## src/rtl/qupls_decode_rb_pipe_if.sv

```systemverilog
// Handshake and payload bundle for the multi-lane Rb decode stage.
// master drives groups in and consumes decoded groups; slave is the decode stage.
interface qupls_decode_rb_pipe_if #(
    parameter int unsigned NLANES = 4,
    parameter int unsigned AREG_W = 9,
    parameter int unsigned OPC_W  = 7,
    parameter int unsigned OM_W   = 2
);
    logic                       flush;
    logic                       in_valid;
    logic                       in_ready;
    logic [NLANES-1:0]          in_lane_v;
    logic [OM_W-1:0]            in_om;
    logic [NLANES*OPC_W-1:0]    in_opcode;
    logic [NLANES*AREG_W-1:0]   in_arb;
    logic [NLANES-1:0]          in_regx;
    logic [NLANES-1:0]          in_has_immb;
    logic [NLANES-1:0]          in_immb_det;
    logic                       out_valid;
    logic                       out_ready;
    logic [NLANES-1:0]          out_lane_v;
    logic [NLANES*AREG_W-1:0]   out_rb;
    logic [NLANES-1:0]          out_rb_zero;

    modport master (
        output flush, in_valid, in_lane_v, in_om, in_opcode, in_arb, in_regx, in_has_immb,
               in_immb_det, out_ready,
        input  in_ready, out_valid, out_lane_v, out_rb, out_rb_zero
    );

    modport slave (
        input  flush, in_valid, in_lane_v, in_om, in_opcode, in_arb, in_regx, in_has_immb,
               in_immb_det, out_ready,
        output in_ready, out_valid, out_lane_v, out_rb, out_rb_zero
    );
endinterface

```

## src/rtl/qupls_decode_rb_pipe.sv

```systemverilog
// Multi-lane architectural Rb decoder with SP banking, registered behind a main + skid
// entry so the upstream ready never depends combinationally on downstream ready.
module qupls_decode_rb_pipe #(
    parameter int unsigned           NLANES  = 4,
    parameter int unsigned           AREG_W  = 9,
    parameter int unsigned           OPC_W   = 7,
    parameter int unsigned           OM_W    = 2,
    parameter logic [OPC_W-1:0]      OP_RTD  = 7'd50,
    parameter logic [OPC_W-1:0]      OP_FLT3 = 7'd89,
    parameter int unsigned           SP_REG  = 63,
    parameter int unsigned           SP_BASE = 65
) (
    input logic                   clk,
    input logic                   rst,
    qupls_decode_rb_pipe_if.slave bus
);
    typedef enum logic [1:0] {StEmpty, StOne, StTwo} state_e;

    state_e state_q, state_d;

    logic [NLANES-1:0]        dec_lane_v, dec_zero;
    logic [NLANES*AREG_W-1:0] dec_rb;
    logic [NLANES-1:0]        m_lane_v_q, m_zero_q, s_lane_v_q, s_zero_q;
    logic [NLANES*AREG_W-1:0] m_rb_q, s_rb_q;
    logic                     accept, drain;
    logic                     load_m_in, load_m_skid, load_s;

    // Returns {rb_zero, rb}; SP alias is banked by operating mode after the priority select.
    function automatic logic [AREG_W:0] decode_lane(
        input logic [OPC_W-1:0]  op,
        input logic [AREG_W-1:0] arb,
        input logic              regx,
        input logic              has_immb,
        input logic              immb_det,
        input logic [OM_W-1:0]   om
    );
        logic [AREG_W-1:0] ext;
        logic [AREG_W-1:0] rb;
        logic              zero;
        ext  = regx ? (arb | AREG_W'(64)) : arb;
        rb   = '0;
        zero = 1'b0;
        if (has_immb)           zero = 1'b1;
        else if (op == OP_RTD)  rb   = AREG_W'(SP_REG);
        else if (op == OP_FLT3) rb   = ext;
        else if (immb_det)      zero = 1'b1;
        else                    rb   = ext;
        if (rb == AREG_W'(SP_REG)) rb = AREG_W'(SP_BASE) + AREG_W'(om);
        return {zero, rb};
    endfunction

    always_comb begin
        dec_lane_v = bus.in_lane_v;
        dec_rb     = '0;
        dec_zero   = '0;
        for (int l = 0; l < int'(NLANES); l++) begin
            if (bus.in_lane_v[l]) begin
                {dec_zero[l], dec_rb[l*AREG_W +: AREG_W]} = decode_lane(
                    bus.in_opcode[l*OPC_W +: OPC_W], bus.in_arb[l*AREG_W +: AREG_W],
                    bus.in_regx[l], bus.in_has_immb[l], bus.in_immb_det[l], bus.in_om);
            end
        end
    end

    assign bus.in_ready    = !rst && (state_q != StTwo);
    assign bus.out_valid   = (state_q != StEmpty);
    assign bus.out_lane_v  = m_lane_v_q;
    assign bus.out_rb      = m_rb_q;
    assign bus.out_rb_zero = m_zero_q;

    assign accept = bus.in_valid && bus.in_ready;
    assign drain  = bus.out_valid && bus.out_ready;

    always_comb begin
        state_d     = state_q;
        load_m_in   = 1'b0;
        load_m_skid = 1'b0;
        load_s      = 1'b0;
        if (bus.flush) begin
            state_d = StEmpty;
        end else begin
            case (state_q)
                StEmpty: begin
                    if (accept) begin
                        load_m_in = 1'b1;
                        state_d   = StOne;
                    end
                end
                StOne: begin
                    if (accept && drain) begin
                        load_m_in = 1'b1;
                    end else if (accept) begin
                        load_s  = 1'b1;
                        state_d = StTwo;
                    end else if (drain) begin
                        state_d = StEmpty;
                    end
                end
                StTwo: begin
                    if (drain) begin
                        load_m_skid = 1'b1;
                        state_d     = StOne;
                    end
                end
                default: state_d = StEmpty;
            endcase
        end
    end

    always_ff @(posedge clk) begin
        if (rst) begin
            state_q    <= StEmpty;
            m_lane_v_q <= '0;
            m_rb_q     <= '0;
            m_zero_q   <= '0;
            s_lane_v_q <= '0;
            s_rb_q     <= '0;
            s_zero_q   <= '0;
        end else begin
            state_q <= state_d;
            if (load_m_in) begin
                m_lane_v_q <= dec_lane_v;
                m_rb_q     <= dec_rb;
                m_zero_q   <= dec_zero;
            end else if (load_m_skid) begin
                m_lane_v_q <= s_lane_v_q;
                m_rb_q     <= s_rb_q;
                m_zero_q   <= s_zero_q;
            end
            if (load_s) begin
                s_lane_v_q <= dec_lane_v;
                s_rb_q     <= dec_rb;
                s_zero_q   <= dec_zero;
            end
        end
    end
endmodule

```

## src/flat_wrapper.sv

```systemverilog
// flat-port wrapper written by rule: the top's interface ports become plain ports
module qupls_decode_rb_pipe_flat 
#(
    parameter int unsigned           NLANES  = 4,
    parameter int unsigned           AREG_W  = 9,
    parameter int unsigned           OPC_W   = 7,
    parameter int unsigned           OM_W    = 2,
    parameter logic [OPC_W-1:0]      OP_RTD  = 7'd50,
    parameter logic [OPC_W-1:0]      OP_FLT3 = 7'd89,
    parameter int unsigned           SP_REG  = 63,
    parameter int unsigned           SP_BASE = 65
)
  (clk, rst, bus_flush, bus_in_valid, bus_in_lane_v, bus_in_om, bus_in_opcode, bus_in_arb, bus_in_regx, bus_in_has_immb, bus_in_immb_det, bus_out_ready, bus_in_ready, bus_out_valid, bus_out_lane_v, bus_out_rb, bus_out_rb_zero);
  qupls_decode_rb_pipe_if #(.NLANES(NLANES), .AREG_W(AREG_W), .OPC_W(OPC_W), .OM_W(OM_W)) bus_i ();
  input logic clk;
  input logic rst;
  input wire logic [$bits(bus_i.flush)-1:0] bus_flush;
  input wire logic [$bits(bus_i.in_valid)-1:0] bus_in_valid;
  input wire logic [$bits(bus_i.in_lane_v)-1:0] bus_in_lane_v;
  input wire logic [$bits(bus_i.in_om)-1:0] bus_in_om;
  input wire logic [$bits(bus_i.in_opcode)-1:0] bus_in_opcode;
  input wire logic [$bits(bus_i.in_arb)-1:0] bus_in_arb;
  input wire logic [$bits(bus_i.in_regx)-1:0] bus_in_regx;
  input wire logic [$bits(bus_i.in_has_immb)-1:0] bus_in_has_immb;
  input wire logic [$bits(bus_i.in_immb_det)-1:0] bus_in_immb_det;
  input wire logic [$bits(bus_i.out_ready)-1:0] bus_out_ready;
  output wire logic [$bits(bus_i.in_ready)-1:0] bus_in_ready;
  output wire logic [$bits(bus_i.out_valid)-1:0] bus_out_valid;
  output wire logic [$bits(bus_i.out_lane_v)-1:0] bus_out_lane_v;
  output wire logic [$bits(bus_i.out_rb)-1:0] bus_out_rb;
  output wire logic [$bits(bus_i.out_rb_zero)-1:0] bus_out_rb_zero;
  assign bus_i.flush = bus_flush;
  assign bus_i.in_valid = bus_in_valid;
  assign bus_i.in_lane_v = bus_in_lane_v;
  assign bus_i.in_om = bus_in_om;
  assign bus_i.in_opcode = bus_in_opcode;
  assign bus_i.in_arb = bus_in_arb;
  assign bus_i.in_regx = bus_in_regx;
  assign bus_i.in_has_immb = bus_in_has_immb;
  assign bus_i.in_immb_det = bus_in_immb_det;
  assign bus_i.out_ready = bus_out_ready;
  assign bus_in_ready = bus_i.in_ready;
  assign bus_out_valid = bus_i.out_valid;
  assign bus_out_lane_v = bus_i.out_lane_v;
  assign bus_out_rb = bus_i.out_rb;
  assign bus_out_rb_zero = bus_i.out_rb_zero;
  qupls_decode_rb_pipe #(.NLANES(NLANES), .AREG_W(AREG_W), .OPC_W(OPC_W), .OM_W(OM_W), .OP_RTD(OP_RTD), .OP_FLT3(OP_FLT3), .SP_REG(SP_REG), .SP_BASE(SP_BASE)) u_core (.clk(clk), .rst(rst), .bus(bus_i));
endmodule
```

## config.mk

```make
export PLATFORM = sky130hd
export DESIGN_NAME = qupls_decode_rb_pipe_flat
export DESIGN_NICKNAME = d
export VERILOG_FILES = /design/src/rtl/qupls_decode_rb_pipe_if.sv /design/src/rtl/qupls_decode_rb_pipe.sv /design/src/flat_wrapper.sv
export SDC_FILE = /design/constraint.sdc
export NUM_CORES = 1
export LEC_CHECK = 0
export ABC_AREA = 1
export CORE_UTILIZATION = 51
export CTS_CLUSTER_DIAMETER = 40
export DETAILED_ROUTE_END_ITERATION = 8
export PLACE_DENSITY = 0.85
export SETUP_SLACK_MARGIN = 0.2
export SYNTH_ARGS = -nofsm -noshare
export SYNTH_HDL_FRONTEND = slang
export SYNTH_SLANG_ARGS = --single-unit
export TNS_END_PERCENT = 30
```

## constraint.sdc

```tcl
create_clock -name clk -period 4.3 [get_ports clk]
set_input_delay 0.86 -clock clk [delete_from_list [all_inputs] [get_ports clk]]
set_output_delay 0.86 -clock clk [all_outputs]
set_load 0.01 [all_outputs]
```

==> flow_summary.ini <==
[synthesis]
synth_edf_count = 0
ys_async_sr_fraction_pct = 0
yosysTopAreaCellShare_pct = 39.5
ys.flop_type = dfxtp_1
ys_seq_area_share_pct = 39.5
yosys_warnings = 0
synthTopCellsByArea = dfxtp_1 (40%), nand2_1 (12%), a21oi_1 (11%)
syn_area_per_cell_um2 = 6.74
ys_ff_latch = 90
syn_area_um2 = 4560
ys_types = 35
yosysTopAreaCell = dfxtp_1
syn-instance-count = 676
synth_nets = 764

[sta]
drv_slew = 0
skew_ps = 11.3
hold_violations = 0
slew_headroom_pct = 45.6
min_period_ps = 3320
finalSetupViolations = 0
timing.fmax_ghz = 0.301
rsz0062_at_grt = false
fin_setup_tns_ps = 0
tightest_slew_ps = 816
hold_ws_ps = 465
fin_crit_sh_pct = 77.2

[critical_path]
start_kind = primary input
crit_chain = clkdlybuf4s50_1 -> clkinv_2 -> nand3_2 -> nor3_2 -> nand2_1 -> clkinv_2 -> o21ai_0 -> a21oi_1
r2r-end = u_core.s_rb_q[19]
path_class = in -> reg
critPathMaxStageDelay_ps = 770
ff2ff_path_depth = 7
worst-endpoint-required_ps = 4520
cp-end-kind = flop
cp.depth = 8
crit_end = u_core.s_rb_q[19]
critPathTopFamily = buffers and inverters
arrival_ps = 3540
critPathMostFrequentCell = clkinv_2
cp_max_fo = 73
rr_startpoint = u_core.state_q[1]
worstSetupStartpoint = rst
r2r_slack_ps = 1730
critPathSlowestCell = clkinv_2
crit_buf_inv = 3

[clock_tree]
post_cts_resized = 0
clk_latency_ps = 360
clockBufferDepth = 2
cts_max_level = 3
cts_setup_buffers = 0
ctsRootBufferMaster = clkbuf_8
cts_made_buffers = 9
cts.reportedPaths.clkPinSlew_ps = 100
clock_sinks = 90
cts_hold_buf = 0
cts_tree = built

[finish]
layout-drive-gt1-share_pct = 6.28
area_delta_synth_final_pct = 33.6
register_area_um2 = 1800
nets = 879
fin_util_pct = 70.1
multi_input_area_um2 = 2350
fill_cells = 750
antennaDiodeCount = 0

[grt]
grt_pass1_wl_um = 20600
gr-total-overflow = 0
grt_pass1_vias = 4658
grt_use_total_pct = 28.3
antenna_found_initial = 0
grt_max_degree = 74

[route]
vias = 5062
detail-route-antenna-nets = 0
dr.first_iter.drc_count = 318
via_per_inst = 5.60
drt_first_pass_iters = 5
totalWireLength_um = 13000
drc = 0
wl_per_cell_um = 14.4

[place]
numPortBuffers = 132
gp_congestion = 0.898
place_hpwl_um = 9390

[floorplan]
start_util_pct = 52.5
dieArea_um2 = 9310
coreArea_um2 = 8680
die_y_um = 96.5
ios = 133
rows = 34
die_w_um = 96.5

[worst_hold_path]
min_path_type = reg -> reg

[power_and_ir_drop]
p_per_area_nw_per_um2 = 285
p_total_mw = 1.74
leakage_nw = 2.47
vdd_ir_drop_max_v = 0.000170

[job]
drv_cap = 0

[status]
status = complete, no violations
## per-layer routing
layer / vias to the layer above / part of all wire, % / track usage [%]
met4: 0 / 2.5 / 12.0
met5: - / 0 / 0
li1: 2492 / - / -
met3: 29 / 7.1 / 4.54
met1: 2338 / 41 / 33.4
met2: 203 / 49 / 50.6
## registers in the layout (all words and copies together) (netlist names)
register,cells
u_core.bus.out_rb,36
u_core.s_rb_q,36
u_core.bus.out_lane_v,4
u_core.bus.out_rb_zero,4
u_core.s_lane_v_q,4
u_core.s_zero_q,4
u_core.state_q,2
## stage by stage
step	cells	area [um^2]	setup slack (ps)
after floorplan	676	4560	2200
after global placement	888	5890	825
after global routing	904	6090	685
after detailed placement	888	5890	656
final	904	6090	981
after CTS	904	6090	983
## worst register-to-register path, cell delays in order (launching register included)
cell and delay (ps):
dfxtp_1 430, nand2_2 120, nand3_2 90, nor3_2 50, nand2_1 380, clkinv_2 770
o21ai_0 500, a21oi_1 80
## layout by cell type, fill, tap and decap left out, types with 2 or more instances in the layout
cell	count
a211oi_1	5
a21oi_1	98
a31oi_1	3
buf_4	4
clkbuf_8	9
clkdlybuf4s50_1	132
clkinv_2	3
dfxtp_1	90
inv_1	57
inv_2	6
inv_6	3
nand2_1	140
nand2_2	7
nand3_1	58
nand3_2	2
nand4_1	9
nor2_1	73
nor2_2	5
nor3_1	3
o211ai_1	4
o21ai_0	53
o21ai_1	5
o21ai_2	2
o221ai_1	8
o311ai_2	2
o31ai_1	2
or2_2	2
## worst min path at each step
stage	startpoint	to	slack, ps	cells after the start
after detailed placement	u_core.state_q[0]	u_core.state_q[1]	450	1
final	u_core.state_q[0]	u_core.state_q[1]	470	1
after global routing	u_core.state_q[0]	u_core.state_q[1]	480	1
after global placement	u_core.state_q[0]	u_core.state_q[1]	430	1
after floorplan	u_core.state_q[0]	u_core.state_q[1]	430	1
after CTS	u_core.state_q[0]	u_core.state_q[1]	460	1
## cells in the mapped netlist (all sizes together) (4+ instances only)
cell type,count
nand2,147
a21oi,98
dfxtp,90
nor2,79
inv,63
nand3,60
o21ai,60
buf,20
clkbuf,12
nand4,9
o221ai,8
a211oi,5
nor3,5
o211ai,4
## kinds of logic after synthesis
| family | count (synthesis) | share of synthesized area [%] |
|---|---|---|
| simple gates | 303 | 28.8 |
| compound gates | 185 | 22.5 |
| buf+inv | 97 | 8.82 |
| flops | 90 | 39.5 |
| fa+ha+maj | 1 | 0.275 |
## layout make-up
| class | count | area share [%] |
|---|---|---|
| flip-flops and latches | 90 | 29.6 |
| well taps | 108 | 2.22 |
| clock buffers | 10 | 2.10 |
| repair buffers | 136 | 22.2 |
| clock inverters | 6 | 1.19 |
| multi-input cells | 489 | 38.6 |
| inverters | 65 | 4.05 |
## report_power, final
group          leakage (nW)  switching (mW)  internal, mW  total (mW)
combinational          1.64           0.135         0.139       0.274
sequential            0.729          0.0106         0.851       0.862
clock                 0.104           0.321         0.279       0.600
total                  2.47           0.467          1.27        1.74
Power figures use the tool's default switching activity.
